**src/rtl/multdiv_ctrl_defs.sv**
```systemverilog
// ============================================================================
// Package : multdiv_ctrl_defs
// Shared state encodings, opcode fields and rstatus codes for the multdiv
// sequencer and the execute-stage exception logic.
// Revision: 1.0 - initial release
// ============================================================================
`default_nettype none

package multdiv_ctrl_defs;

   typedef enum logic [1:0] {
      ST_IDLE  = 2'd0,
      ST_START = 2'd1,
      ST_BUSY  = 2'd2,
      ST_DONE  = 2'd3
   } md_state_e;

   localparam logic [4:0] OPC_ALU   = 5'b00000;
   localparam logic [4:0] ALUOP_MUL = 5'b00110;
   localparam logic [4:0] ALUOP_DIV = 5'b00111;

   localparam int RSTATUS_MUL_CODE = 4;
   localparam int RSTATUS_DIV_CODE = 5;

endpackage

`default_nettype wire

```
**src/rtl/multdiv_seq_ctrl.sv**
```systemverilog
// ============================================================================
// Module  : multdiv_seq_ctrl
// Freezes the front of the pipeline while the multdiv unit works and releases
// its result into the X stage for one cycle. Optional macro: MULTDIV_TIMEOUT_EN.
// Revision: 1.0 - initial release
// ============================================================================
`default_nettype none

module multdiv_seq_ctrl
   import multdiv_ctrl_defs::*;
#(
   parameter int DATA_W      = 32,
   parameter int REG_W       = 5,
   parameter int RSTATUS_MUL = RSTATUS_MUL_CODE,
   parameter int RSTATUS_DIV = RSTATUS_DIV_CODE,
   parameter int TIMEOUT     = 64
) (
   input  logic              clock,
   input  logic              reset,
   input  logic              dx_is_mul,
   input  logic              dx_is_div,
   input  logic [DATA_W-1:0] dx_operandA,
   input  logic [DATA_W-1:0] dx_operandB,
   input  logic              flush,
   input  logic              md_ready,
   input  logic [DATA_W-1:0] md_result,
   input  logic              md_exception,
   output logic              md_ctrl_mult,
   output logic              md_ctrl_div,
   output logic [DATA_W-1:0] md_operandA,
   output logic [DATA_W-1:0] md_operandB,
   output logic              stall,
   output logic              bubble_xm,
   output logic              result_valid,
   output logic [DATA_W-1:0] result_out,
   output logic              exception_out,
   output logic [DATA_W-1:0] rstatus_out
);

   md_state_e         state_q, state_d;
   logic [DATA_W-1:0] opa_q, opa_d;
   logic [DATA_W-1:0] opb_q, opb_d;
   logic [DATA_W-1:0] res_q, res_d;
   logic              is_div_q, is_div_d;
   logic              exc_q, exc_d;
   logic              rs_div_q, rs_div_d;
   logic              issue;
   logic              timeout_hit;

   assign issue = (dx_is_mul | dx_is_div) & ~flush;

`ifdef MULTDIV_TIMEOUT_EN
   localparam int CNT_W = $clog2(TIMEOUT + 1);

   logic [CNT_W-1:0] cnt_q, cnt_d;

   // The cycle that would bring the count up to TIMEOUT is the last BUSY cycle.
   assign timeout_hit = (cnt_q == CNT_W'(TIMEOUT - 1));

   always_comb begin
      cnt_d = cnt_q;
      if (state_q == ST_START) begin
         cnt_d = '0;
      end else if (state_q == ST_BUSY) begin
         cnt_d = cnt_q + CNT_W'(1);
      end
   end

   always_ff @(posedge clock) begin
      if (!reset) begin
         cnt_q <= '0;
      end else begin
         cnt_q <= cnt_d;
      end
   end
`else
   assign timeout_hit = 1'b0;
`endif

   always_ff @(posedge clock) begin
      if (!reset) begin
         state_q  <= ST_IDLE;
         opa_q    <= '0;
         opb_q    <= '0;
         res_q    <= '0;
         is_div_q <= 1'b0;
         exc_q    <= 1'b0;
         rs_div_q <= 1'b0;
      end else begin
         state_q  <= state_d;
         opa_q    <= opa_d;
         opb_q    <= opb_d;
         res_q    <= res_d;
         is_div_q <= is_div_d;
         exc_q    <= exc_d;
         rs_div_q <= rs_div_d;
      end
   end

   always_comb begin
      state_d  = state_q;
      opa_d    = opa_q;
      opb_d    = opb_q;
      res_d    = res_q;
      is_div_d = is_div_q;
      exc_d    = exc_q;
      rs_div_d = rs_div_q;

      case (state_q)
         ST_IDLE: begin
            if (issue) begin
               opa_d    = dx_operandA;
               opb_d    = dx_operandB;
               is_div_d = dx_is_div;
               // Divide-by-zero is resolved here; the unit is never started.
               if (dx_is_div && (dx_operandB == '0)) begin
                  res_d    = '0;
                  exc_d    = 1'b1;
                  rs_div_d = 1'b1;
                  state_d  = ST_DONE;
               end else begin
                  state_d  = ST_START;
               end
            end
         end
         ST_START: begin
            state_d = flush ? ST_IDLE : ST_BUSY;
         end
         ST_BUSY: begin
            if (flush) begin
               state_d = ST_IDLE;
            end else if (md_ready) begin
               res_d    = md_exception ? '0 : md_result;
               exc_d    = md_exception;
               rs_div_d = is_div_q;
               state_d  = ST_DONE;
            end else if (timeout_hit) begin
               res_d    = '0;
               exc_d    = 1'b1;
               rs_div_d = 1'b1;
               state_d  = ST_DONE;
            end
         end
         ST_DONE: begin
            state_d = ST_IDLE;
         end
         default: begin
            state_d = ST_IDLE;
         end
      endcase
   end

   always_comb begin
      md_ctrl_mult  = 1'b0;
      md_ctrl_div   = 1'b0;
      md_operandA   = '0;
      md_operandB   = '0;
      stall         = 1'b0;
      result_valid  = 1'b0;
      result_out    = '0;
      exception_out = 1'b0;
      rstatus_out   = '0;

      if (reset) begin
         md_operandA  = opa_q;
         md_operandB  = opb_q;
         stall        = ((state_q == ST_IDLE) & issue) |
                        (state_q == ST_START) | (state_q == ST_BUSY);
         md_ctrl_mult = (state_q == ST_START) & ~flush & ~is_div_q;
         md_ctrl_div  = (state_q == ST_START) & ~flush &  is_div_q;
         result_valid = (state_q == ST_DONE) & ~flush;
         if (result_valid) begin
            result_out    = res_q;
            exception_out = exc_q;
            if (exc_q) begin
               rstatus_out = rs_div_q ? DATA_W'(RSTATUS_DIV) : DATA_W'(RSTATUS_MUL);
            end
         end
      end
      bubble_xm = stall;
   end

endmodule

`default_nettype wire
```
**config.mk**
```make
export PLATFORM = sky130hd
export DESIGN_NAME = multdiv_seq_ctrl
export DESIGN_NICKNAME = d
export VERILOG_FILES = /design/src/rtl/multdiv_ctrl_defs.sv /design/src/rtl/multdiv_seq_ctrl.sv
export SDC_FILE = /design/constraint.sdc
export NUM_CORES = 1
export LEC_CHECK = 0
export ABC_AREA = 1
export CAP_MARGIN = 20
export CORE_ASPECT_RATIO = 1.1
export CORE_MARGIN = 2
export CORE_UTILIZATION = 42
export CTS_CLUSTER_SIZE = 12
export DETAILED_ROUTE_END_ITERATION = 7
export PLACE_DENSITY = 0.82
export RECOVER_POWER = 100
export SYNTH_ARGS = -nofsm -noshare
export SYNTH_HDL_FRONTEND = slang
export SYNTH_SLANG_ARGS = --single-unit
```
**constraint.sdc**
```tcl
create_clock -name clock -period 2 [get_ports clock]
set_input_delay 0.4 -clock clock [delete_from_list [all_inputs] [get_ports clock]]
set_output_delay 0.4 -clock clock [all_outputs]
set_load 0.01 [all_outputs]
```
Word-level counts from Yosys, hierarchy flattened
Index checks and enable logic that the tools add are counted.

operators by class
  multiplexer cells = 34
  equality and inequality tests = 8
  reductions and logical operators = 7
  bitwise logic cells = 11

operators by type and width
  cell                number
  $mux 32             9
  $pmux 32 s2         1
  $logic_not 32->1    1
  $mux 1              13
  $mux 2              5
  $mux 3              3
  $ne 2x2->1 const B  4
  $pmux 2 s4          1
  $and 1x1->1         6
  $reduce_and 5->1    1
  $eq 2x2->1 const B  2
  $pmux 1 s2          2
  $reduce_and 2->1    2
  $ne 3x3->1 const B  1
  $or 1x1->1          3
  $eq 2x1->1 const B  1
  $logic_not 2->1     1
  $not 1->1           2
  $reduce_bool 2->1   1
  $logic_and 1x1->1   1

word-level totals
  output and inout bits = 134
  bits in registers = 101
  input bits = 103

Longest topological paths before layout
Gate-level depths: netlist of the first run.

  word-level depth = 6
  depth in mapped cells = 10
  mapped depth without buffers = 9

Worst setup path after synthesis of the first run
OpenSTA, ideal clock, no wires.

  path kind = in2out
  start point = in reset
  end point = out stall
  required time = 1600 ps
  buffers on the path = 2
  arrival = 1547 ps
  slack = 53 ps
  stages = 5
  cells stage by stage = clkbuf_1 clkinv_1 or2_2 a21oi_1 buf_4

on the way
  longest elaborated chain between the ends = 1

RTL lines
  item             line                     RTL
  start, declared  multdiv_seq_ctrl.sv:19   input logic reset,
  $mux 1           multdiv_seq_ctrl.sv:164  if (reset) begin
  end, declared    multdiv_seq_ctrl.sv:32   output logic stall,

No other way between the ends.

Worst setup path in the final report of the first run
  start point = reg state_q[0]
  end point = out rstatus_out[0]

on the way
  longest elaborated chain between the ends = 4

RTL lines
  item                    line                     RTL
  start, declared         multdiv_seq_ctrl.sv:40   md_state_e state_q, state_d;
  start signal, assigned  multdiv_seq_ctrl.sv:90   state_q <= state_d;
  $eq 2x2->1              multdiv_seq_ctrl.sv:171  result_valid = (state_q == ST_DONE) & ~flush;
  $and 1x1->1             multdiv_seq_ctrl.sv:171
  $mux 3                  multdiv_seq_ctrl.sv:172  if (result_valid) begin
  $mux 3                  multdiv_seq_ctrl.sv:164
  end, declared           multdiv_seq_ctrl.sv:37   output logic [DATA_W-1:0] rstatus_out

No other way between the ends.

==> results summary, run 1 <==
The total of buffers placed on input and output ports came out at 206. The simple-gate area share of the yosys netlist is 31.4%. The register bit count reported by yosys came out at 101. For this design, the CTS-stage hold fixing added 0 buffers.

The number of max-cap violations is 0. After synthesis, the largest family of logic cells by area is simple AND/OR/NAND/NOR gates. The global placer's final weighted congestion came out at 0.798. The H-tree level count came out at 3. The distinct cell type count of the synthesized netlist is 24. The chip height is 119 um. The biggest fanout along the worst timing path is 3.

The final count of negative-setup-slack endpoints came out at 0. For the pin with the worst max-slew slack, the measured transition is 0.640 ns. The most used flip-flop cell after synthesis is sky130_fd_sc_hd__dfxtp_1. The worst register-to-register path begins at state_q[1]$_SDFFE_PN0P_. After Yosys synthesis, XOR and XNOR cells account for 0% of the synthesized area.

The number of enable-type register cells in the synthesized netlist is 0. The total via count in the routed design is 5300. Derived from the worst setup path, the maximum achievable clock frequency is 516 MHz. The proportion of synthesized area in mux cells came out at 0%. The row count is 42. The post-placement setup slack came out at -0.656 ns. In this run the remaining antenna-violating nets after routing total 0. In the routed layout, each cell is associated on average with a via count of 4.51.

Summing the areas of all compound-gate instances in the mapped netlist gives 10.1% of the synthesized area. The remaining max-slew budget at the tightest pin is 57.3%. The clock latency on the worst-skew pair is 0.33 ns.

Clock tree synthesis selected as its root buffer the cell sky130_fd_sc_hd__clkbuf_16. The number of antenna violations at the first check in global routing is 0. The total routing resource utilization after global routing came out at 21.3%. The total routed wirelength is 14200 um. The maximum vdd drop came out at 377 uV. The final critical path takes up 96.9% of the cycle. TritonCTS built the clock tree. Each instance of the synthesized netlist takes up on average 6.23 um^2. The worst-case hold path end point is opb_q[16]$_SDFFE_PN0P_. The share of the yosys chip area belonging to registers came out at 39.8%. The leakage power figure came out at 0.00371 uW.

The maximum buffer depth of the clock tree is 2. The number of max-slew violations in the final report came out at 0. The register-to-register path setup slack is 0.18 ns. The top cell type's share of synthesized area came out at 39.8%. The number of hold-slack violations in the final timing report is 0.

The residual DRC count came out at 0. The first global-routing pass estimated 22200 um of wire. In the post-synthesis netlist, the biggest area contributors are sky130_fd_sc_hd__dfxtp_1, sky130_fd_sc_hd__nand2_1, sky130_fd_sc_hd__inv_1. The final worst-path setup slack is 0.0613 ns.

Of all cell types, the one taking the most synthesized area is sky130_fd_sc_hd__dfxtp_1. The final-stage net count is 1120. The total of fill cells in the finished design came out at 1119. The share of synthesized flip-flops with an asynchronous set or reset came out at 0%. The critical path is of the flop to output pin type. The overall overflow remaining after global route came out at 0. STA classifies the critical path endpoint as an output pin. The data required time of the critical path came out at 1.60 ns. The count of mapped cells out of synthesis came out at 815. The number of antenna diodes in the final layout is 0.

The adder-cell area share of the yosys netlist came out at 0%. In the synthesized netlist, the cells that appear most often are sky130_fd_sc_hd__nand2_1, sky130_fd_sc_hd__inv_1, sky130_fd_sc_hd__nor2_1. The clock drives 101 sinks. The die covers 13000 um^2. After clock tree synthesis, the clock-pin slew on the worst setup and hold paths is 0.07 ns. The final hold slack is 0.464 ns. The kind of path behind the tightest hold check is flop to flop. The most common cell in the synthesized netlist is sky130_fd_sc_hd__nand2_1.

The worst hold path passes through 2 cells. The floorplan step defined a core boundary enclosing 11900 um^2. The starting utilization of the core area is 42.6%.

The startpoint kind of the worst setup timing path is a flop. The critical path arrival came out at 1.54 ns. The minimum clock period is 1.94 ns. Dividing total power by cell area gives a power density of 700 nW/um^2. Setup repair after global routing could not meet its margin everywhere. Counting cells, the worst reg-to-reg path comes to 11. The die width is 109 um. The setup TNS came out at 0 ns.

The number of buffers inserted during clock tree synthesis is 9. The first detailed-routing pass took 4 iterations. The worst register-to-register path ends at res_q[20]$_SDFFE_PN0P_. The half-perimeter wire length after placement is 9810 um. In this run the most critical hold path is launched from opb_q[16]$_SDFFE_PN0P_. The final setup skew is 0.00854 ns. The largest net degree at the start of global routing came out at 60. The violation count after the first detailed-routing iteration came out at 388.

The I/O pin count came out at 237. The post-route netlist has 11.0% of its cells at a drive strength greater than 1. The Yosys warning count is 0.

Relative to the synthesized area, the layout overhead comes to 48.2%. The via count of the first global-routing pass came out at 4794. The run finished with clean final reports. After detailed routing, the average wire length per cell comes to 12.1 um. The cell area that synthesis handed to floorplanning was 5080 um^2.
==> power breakdown <==
| group | total (uW) | internal, uW | switching [uW] |
|---|---|---|---|
| logic | 1300 | 602 | 703 |
| registers | 2290 | 2200 | 85.5 |
| clock network | 1670 | 938 | 733 |
==> metal layers <==
| layer | GRT usage (%) | up-vias | wire length (um) | part of all wire, % |
|---|---|---|---|---|
| li1 | - | 2756 | - | - |
| met1 | 26.1 | 2344 | 5950 | 42 |
| met2 | 35.5 | 189 | 6750 | 48 |
| met3 | 7.39 | 11 | 1380 | 9.7 |
| met4 | 5.13 | 0 | 136 | 0.96 |
| met5 | 0 | - | 0 | 0 |
==> what timing repair did <==
item | 4_1_cts | 5_1_grt
gates cloned | 1 | 0
pin swaps | 4 | 5
endpoints found under the setup margin | 53 | 48
buffers inserted | 3 | 2
gates resized for setup | 133 | 37
==> flip-flops by register name (all words and copies together), names as in the netlist <==
| signal | count |
|---|---|
| opa_q | 32 |
| res_q | 32 |
| is_div_q | 1 |
| rs_div_q | 1 |
| exc_q | 1 |
| opb_q | 32 |
| state_q | 2 |
==> layout by cell type, fill, tap and decap left out, types with 3 or more instances in the layout <==
cell type / netlist / routed
sky130_fd_sc_hd__clkdlybuf4s50_1: 0 / 161
sky130_fd_sc_hd__nand3_2: 1 / 3
sky130_fd_sc_hd__inv_1: 127 / 126
sky130_fd_sc_hd__nor3_1: 3 / 3
sky130_fd_sc_hd__nor2_1: 114 / 106
sky130_fd_sc_hd__dlygate4sd2_1: 0 / 5
sky130_fd_sc_hd__conb_1: 1 / 30
sky130_fd_sc_hd__clkbuf_8: 0 / 3
sky130_fd_sc_hd__buf_4: 35 / 25
sky130_fd_sc_hd__nor2_2: 4 / 12
sky130_fd_sc_hd__nand3_1: 20 / 18
sky130_fd_sc_hd__a21oi_1: 87 / 86
sky130_fd_sc_hd__buf_2: 9 / 28
sky130_fd_sc_hd__buf_12: 0 / 6
sky130_fd_sc_hd__clkbuf_16: 0 / 9
sky130_fd_sc_hd__o21ai_0: 10 / 10
sky130_fd_sc_hd__clkbuf_2: 0 / 6
sky130_fd_sc_hd__nand2_1: 258 / 257
sky130_fd_sc_hd__dfxtp_1: 101 / 99
==> worst max-delay path by stage <==
stage          cells after the start                    start             end
2_1_floorplan                      5                    reset           stall
3_3_place_gp                       6                dx_is_div           stall
3_5_place_dp                       6                dx_is_div       bubble_xm
4_1_cts                            6  state_q[0]$_SDFFE_PN0P_   result_out[8]
5_1_grt                            6  state_q[0]$_SDFFE_PN0P_  rstatus_out[0]
6_report                           6  state_q[0]$_SDFFE_PN0P_  rstatus_out[0]
==> critical path, cell delays in order (launching register included) <==
cell,delay (ns)
sky130_fd_sc_hd__dfxtp_4,0.35
sky130_fd_sc_hd__nand2_1,0.08
sky130_fd_sc_hd__nor2_2,0.13
sky130_fd_sc_hd__nand2_4,0.10
sky130_fd_sc_hd__buf_6,0.14
sky130_fd_sc_hd__nor3_1,0.12
sky130_fd_sc_hd__dlygate4sd1_1,0.28
==> through the flow <==
| step | util, % | total power, uW | cell area (um^2) | std cells |
|---|---|---|---|---|
| 2_1_floorplan | - | 3090 | 5180 | 844 |
| 3_3_place_gp | 61.1 | 3590 | 7290 | 1154 |
| 3_5_place_dp | 61.1 | 3620 | 7290 | 1154 |
| 4_1_cts | 63.5 | 5310 | 7580 | 1173 |
| 5_1_grt | 63.1 | 5550 | 7520 | 1175 |
| 6_report | 63.1 | 5260 | 7520 | 1175 |
==> cell families after synthesis <==
group           after synthesis
other cells                   1
compound gates               99
buf+inv                     207
simple gates                407
flops                       101
==> layout make-up <==
class	instances	area [um^2]	area share (%)
Timing Repair Buffer	240	2250	29.9
Clock inverter	3	20.0	0.266
Clock buffer	12	267	3.54
Sequential cell	101	2030	27.0
Multi-Input combinational cell	536	2280	30.4
Inverter	129	484	6.44
Tap cell	154	193	2.56
(Power assumes the default switching activity.)
==> inputs of run 2 (changes only) <==
--- a/config.mk
+++ b/config.mk
@@ -13,7 +13,7 @@
 export CTS_CLUSTER_SIZE = 12
 export DETAILED_ROUTE_END_ITERATION = 7
 export PLACE_DENSITY = 0.82
-export RECOVER_POWER = 100
+export RECOVER_POWER = 50
 export SYNTH_ARGS = -nofsm -noshare
 export SYNTH_HDL_FRONTEND = slang
 export SYNTH_SLANG_ARGS = --single-unit
==> results of run 2 <==
The final DEF is identical to that of run 1; final timing and power are the same.
